$ cat src/rtl/hazard_sched.sv
// Stall/flush scheduler for the 5-stage pipeline: merges load-use/redirect hazards with memory and mul/div waits.
// Optional performance counters (StallCyc, FlushCnt) are built when HAZ_PERF_EN is defined.
module hazard_sched #(
  parameter int MEM_TIMEOUT = 255,
  parameter int CNTW        = 8,
  parameter int PERFW       = 32
) (
  input  logic             clk,
  input  logic             rst_n,
  input  logic             LwHazD,
  input  logic             PCSrcE,
  input  logic             DMemReqM,
  input  logic             DMemAckM,
  input  logic             MdStartE,
  input  logic             MdDoneE,
  output logic             StallF,
  output logic             StallD,
  output logic             StallE,
  output logic             StallM,
  output logic             FlushD,
  output logic             FlushE,
  output logic             FlushW,
  output logic             MemTimeout,
`ifdef HAZ_PERF_EN
  output logic [PERFW-1:0] StallCyc,
  output logic [PERFW-1:0] FlushCnt,
`endif
  output logic             Busy
);

  localparam logic [1:0] RUN      = 2'd0;
  localparam logic [1:0] MEM_WAIT = 2'd1;
  localparam logic [1:0] MD_BUSY  = 2'd2;

  if (PERFW < 1 || MEM_TIMEOUT < 1 || MEM_TIMEOUT >= (1 << CNTW)) begin : gBadParams
    $error("hazard_sched: parameter out of range");
  end

  logic [1:0]      state, nextState;
  logic [CNTW-1:0] waitCnt, nextCnt;
  logic stallF, stallD, stallE, stallM, flushD, flushE, flushW, memTimeout;
  logic memAck;

  assign memAck = DMemReqM & DMemAckM;

  always_comb begin
    nextState  = state;
    nextCnt    = waitCnt;
    stallF     = 1'b0;
    stallD     = 1'b0;
    stallE     = 1'b0;
    stallM     = 1'b0;
    flushD     = 1'b0;
    flushE     = 1'b0;
    flushW     = 1'b0;
    memTimeout = 1'b0;
    case (state)
      RUN: begin
        if (DMemReqM && !DMemAckM) begin
          {stallF, stallD, stallE, stallM, flushW} = 5'b11111;
          nextState = MEM_WAIT;
          nextCnt   = CNTW'(1);
        end else if (MdStartE) begin
          // M is not flushed here; FlushW in MD_BUSY drains the bubble next cycle.
          {stallF, stallD, stallE} = 3'b111;
          nextState = MD_BUSY;
        end else if (PCSrcE) begin
          // Branch outranks load-use so the branch in E is never bubbled.
          flushD = 1'b1;
          flushE = 1'b1;
        end else if (LwHazD) begin
          stallF = 1'b1;
          stallD = 1'b1;
          flushE = 1'b1;
        end
      end
      MEM_WAIT: begin
        if (memAck) begin
          nextState = RUN;
          nextCnt   = '0;
        end else if (waitCnt == CNTW'(MEM_TIMEOUT)) begin
          memTimeout = 1'b1;
          nextState  = RUN;
          nextCnt    = '0;
        end else begin
          {stallF, stallD, stallE, stallM, flushW} = 5'b11111;
          nextCnt = waitCnt + CNTW'(1);
        end
      end
      MD_BUSY: begin
        if (MdDoneE) begin
          nextState = RUN;
        end else begin
          {stallF, stallD, stallE, flushW} = 4'b1111;
        end
      end
      default: nextState = RUN;
    endcase
  end

  always_ff @(posedge clk or negedge rst_n) begin
    if (!rst_n) begin
      state   <= RUN;
      waitCnt <= '0;
    end else begin
      state   <= nextState;
      waitCnt <= nextCnt;
    end
  end

  // Outputs are forced low while reset is held, even if requests are active.
  assign StallF     = rst_n & stallF;
  assign StallD     = rst_n & stallD;
  assign StallE     = rst_n & stallE;
  assign StallM     = rst_n & stallM;
  assign FlushD     = rst_n & flushD;
  assign FlushE     = rst_n & flushE;
  assign FlushW     = rst_n & flushW;
  assign MemTimeout = rst_n & memTimeout;
  assign Busy       = rst_n & (state != RUN);

`ifdef HAZ_PERF_EN
  function automatic logic [PERFW-1:0] satInc(input logic [PERFW-1:0] v);
    return (&v) ? v : v + PERFW'(1);
  endfunction

  always_ff @(posedge clk or negedge rst_n) begin
    if (!rst_n) begin
      StallCyc <= '0;
      FlushCnt <= '0;
    end else begin
      if (StallF) StallCyc <= satInc(StallCyc);
      if (FlushE) FlushCnt <= satInc(FlushCnt);
    end
  end
`endif

endmodule

$ cat config.mk
export PLATFORM = sky130hd
export DESIGN_NAME = hazard_sched
export DESIGN_NICKNAME = d
export VERILOG_FILES = /design/src/rtl/hazard_sched.sv
export SDC_FILE = /design/constraint.sdc
export NUM_CORES = 1
export LEC_CHECK = 0
export CORE_MARGIN = 5
export CORE_UTILIZATION = 35
export CTS_CLUSTER_SIZE = 14
export DETAILED_ROUTE_END_ITERATION = 12
export SLEW_MARGIN = 10
export SYNTH_ARGS = -nofsm -noshare
export SYNTH_HDL_FRONTEND = slang
export SYNTH_SLANG_ARGS = --single-unit
$ cat constraint.sdc
create_clock -name clk -period 2.16 [get_ports clk]
set_input_delay 0.324 -clock clk [delete_from_list [all_inputs] [get_ports clk]]
set_output_delay 0.324 -clock clk [all_outputs]
set_load 0.02 [all_outputs]
-- Yosys cells after proc, flatten, opt, wreduce, memory -nomap -nowiden
Index checks and enable logic that the tools add are counted.
- output and inout bits: 9
- input bits: 8
- flip-flop bits (word level): 10
- word-level logic and storage cells: 61
- bitwise logic cells: 9
- reductions and logical operators: 7
- mux-type cells: 35
- equality and inequality tests: 7
- add/sub/neg operators: 1
- operators with widths (kind ; count):
    8-bit 2-to-1 mux ; 3
    1-bit 2-to-1 mux ; 21
    8-bit one-hot mux with 2 select lines ; 1
    2-bit 2-to-1 mux ; 5
    1-bit bitwise AND ; 9
    1-bit one-hot mux with 3 select lines ; 3
    8-bit by 1-bit adder with 8-bit output (second input constant) ; 1
    8-bit == test (second input constant) ; 1
    3-bit inequality test (second input constant) ; 2
    2-bit one-hot mux with 3 select lines ; 1
    2-bit inequality test (second input constant) ; 2
    2-bit nonzero test ; 2
    3-bit AND reduction ; 1
    2-bit by 1-bit == test with 1-bit output (second input constant) ; 1
    2-bit == test (second input constant) ; 1
    2-bit logical NOT ; 1
    1-bit one-hot mux with 2 select lines ; 1
    2-bit AND reduction ; 1
    1-bit logical AND ; 1
    1-bit logical NOT ; 1

-- Depth between registers and ports, before layout
- depth after elaboration: 6
- gate-level depth with buffers: 6
- depth with buffers taken out: 5

-- Least setup slack after synthesis
OpenSTA, ideal clock, no wires.
- kind: register -> output
- start: reg state[1]
- end: out FlushE
- arrival: 1.496 ns
- stages on the path, launching flop included: 4
- data required time: 1.836 ns
- slack: 0.340 ns
- path through: dfrtp_1 -> clkbuf_1 -> nor3_1 -> nor4b_1
- word-level cells in the longest chain between the ends: 3
- ends and longest elaborated chain (element ; RTL line ; text):
    from (decl) ; 39 ; logic [1:0] state, nextState;
    from (signal assigned) ; 106 ; state <= nextState;
    2-bit logical NOT ; 57 ; case (state)
    1-bit 2-to-1 mux ; 57 ;
    1-bit bitwise AND ; 117 ; assign FlushE = rst_n & flushE;
    to (decl) ; 21 ; output logic FlushE,
No other way between the ends.

-- Worst setup path after layout
- start: in DMemReqM
- end: out StallE
- word-level cells in the longest chain between the ends: 4
- elaborated cells on any way between the ends: 6
- those cells by class: mux (3); bitwise (2); reduce/logical (1)
- ends and longest elaborated chain (element ; RTL line ; text):
    from (decl) ; 12 ; input logic DMemReqM,
    1-bit bitwise AND / 1-bit logical AND (equally long branches) ; 44, 59 ;
    1-bit 2-to-1 mux (on tied branches) ; 78, 59 ;
    1-bit one-hot mux with 3 select lines (*) ; 57 ;
    1-bit bitwise AND (*) ; 114 ; assign StallE = rst_n & stallE;
    to (decl) ; 18 ; output logic StallE,
Mark *: on every way between the ends. The rest lies on a longest branch, timed or not.

==> impl_results.md <==
* Status: finished, final reports clean
* Final Skew at about 12 ps
* # clock sinks at 10
* Vias in the first global route at between 700 and 800
* Yosys warns at 0
* Final WL at around 1.9 mm
* Worst slew pin tran at roughly 360 ps
* Hold Vio Cnt, Final at 0
* Vias per inst at roughly 5.0
* Unrepaired setup endpoints after global routing: no
* Post-synth EDFFs at 0
* Reg2reg setup slack at 390 ps
* Post-synthesis register bit count at 10
* IO Count at 17
* Hold slack final at slightly above 400 ps
* First-pass GRT wire length at around 3.2 mm
* Reg area at approximately 250 um^2
* Unique cell type count in the Yosys netlist at 34
* Largest net degree at the start of global routing at 10
* VDD IR-drop max at 0.547 mV
* Syn_area_per_cell at roughly 8.7 um^2
* Pleak at 0.497 nW
* Seq/Total Area, Yosys at 0.345
* Die width at between 50 and 60 um
* Syn Inst Count at 83
* Final period util at 0.957
* Die area at roughly 3000 um^2
* All-layer global routing usage at 0.129
* Predominant post-synthesis flop cell: dfrtp_1
* Starting density of the core at 0.370
* Most common cell after layout, fill and taps aside: buf_4
* Worst-path clk slew at approximately 70 ps
* # setup viols final at 0
* Startpoint Class: input port
* Most frequent cells in the layout: 21 x buf_4, 10 x dfrtp_1, 9 x nand2_1
* PortBufs at 16
* Die Y-Extent at about 56 um
* DRC at 0
* Hold buffer count at cts at 0
* Nets at approximately 130
* Antenna violations before repair at 0
* Max_slew headroom at 0.761
* WL/cell at 12.6 um
* Global-route congestion overflow total at 0
* Final GP Congestion at between 0.8 and 0.9
* HPWL after DPL at between 1.5 and 2 mm
* Power Dens Cells at between 700 and 800 nW/um^2
* Router iterations before antenna repair at 3
* CTS tree: done
* Row cnt at 16
* Routed Antenna Nets at 0
* Crit path time final at between 2000 and 2500 ps
* Core outline area at between 1500 and 2000 um^2
* Async S/R FF share, synth at 1.00
* Final core occ at 0.542
* Synth Cell Area at approximately 730 um^2
* Area Growth Syn to Fin at 46.6%
* Detailed Route Iter0 Violations at 11
* Clock buffer depth at 2
* FMAX at between 0.4 and 0.5 GHz
* Worst setup EP type: primary output
* Critical-path maximum fanout at 4
* DR vias at 738
* Htree depth at 1
* Number of max-cap violations at 0
* Synthesized Nets at 92
* CTS Buf Count at 3
* Worst EP arrival at ~1700 ps
* Slew Limit Fails at 0
* Multi-input gate area at 435 um^2
* Share of cells above drive strength 1 at 0.308
* Hold Path Class: in2async
* CTS root buf: clkbuf_4
* Fill cells at between 200 and 250
* Critical path class: in2out
* # diodes at 0
* Worst-skew pair later-pin latency at between 200 and 300 ps
* Critical Path RT at 1840 ps
stage by stage:
step / power, mW / setup slack [ps] / TNS [ps] / instances / cell area, um^2
after floorplan: 0.496 / 340 / 0 / 83 / 726
after global placement: 0.673 / -272 / -1890 / 143 / 1060
after detailed placement: 0.683 / -353 / -2210 / 143 / 1060
after CTS: 0.808 / 3.19 / 0 / 146 / 1080
after global routing: 0.855 / 12.8 / 0 / 147 / 1060
final: 0.800 / 92.9 / 0 / 147 / 1060
worst max-delay path, cell delays in order:
cell             delay [ps]
clkdlybuf4s50_1         470
buf_4                   110
nor2b_1                  30
o21ba_2                 200
o31a_1                  140
buf_4                   150
o21a_1                  170
buf_2                   150
per-layer routing:
| metal | global-route usage | vias up | wire length [um] |
|---|---|---|---|
| li1 | - | 380 | - |
| met1 | 0.157 | 348 | 887 |
| met2 | 0.218 | 8 | 906 |
| met3 | 0.0443 | 2 | 54 |
| met4 | 0.0313 | 0 | 10 |
| met5 | 0 | - | 0 |
cell type report:
| class | instances | share of cell area |
|---|---|---|
| sequential | 10 | 0.235 |
| multi-input combinational | 65 | 0.409 |
| timing repair buffer | 38 | 0.288 |
| clock buffer | 3 | 0.0212 |
| inverter | 4 | 0.0141 |
| tap | 27 | 0.0318 |
flip-flops by register name, indices dropped and copies added (netlist names):
register and cells:
state 2, waitCnt 8
cell usage after synthesis, drive strengths merged, types with 2 or more instances:
master | count | area (um^2)
o22a | 2 | 18.8
o21a | 2 | 15.0
a21oi | 6 | 30.0
and3 | 2 | 12.5
nor2b | 3 | 18.8
and4 | 3 | 28.8
dfrtp | 10 | 250
and2 | 2 | 12.5
nand3 | 2 | 10.0
a221oi | 2 | 35.0
inv | 4 | 15.0
nand2b | 5 | 31.3
buf | 3 | 23.8
a31oi | 7 | 43.8
nand2 | 9 | 33.8
xnor2 | 2 | 17.5
nor2 | 7 | 26.3
what timing repair did:
action	in CTS	in global routing
setup buffers	0	1
setup endpoints to repair	8	6
cloned	0	0
gates resized for setup	17	10
pin swaps	0	0
kinds of logic after synthesis:
kind of cell / after synthesis / share of synthesized area
AND/OR/NAND/NOR: 37 / 0.281
flip-flops: 10 / 0.345
buffers and inverters: 8 / 0.0586
AO/OA/AOI/OAI: 25 / 0.274
XOR/XNOR: 2 / 0.0241
adder cells (fa/ha/maj): 1 / 0.0172
report_power, final:
part	total (mW)	switching (mW)	internal (mW)
Sequential	0.284	0.0498	0.234
Combinational	0.391	0.188	0.203
Clock	0.125	0.0607	0.0640
final timing paths:
path / cells after the start / startpoint / endpoint
max in group asynchronous: 2 / rst_n / waitCnt[2]
min in group clk: 1 / waitCnt[7] / waitCnt[7]
setup / recovery: 8 / DMemReqM / StallE
setup reg to reg: 6 / waitCnt[1] / waitCnt[3]
hold reg to reg: 1 / waitCnt[7] / waitCnt[7]
hold / removal: 2 / rst_n / waitCnt[4]
(Power assumes the default switching activity.)
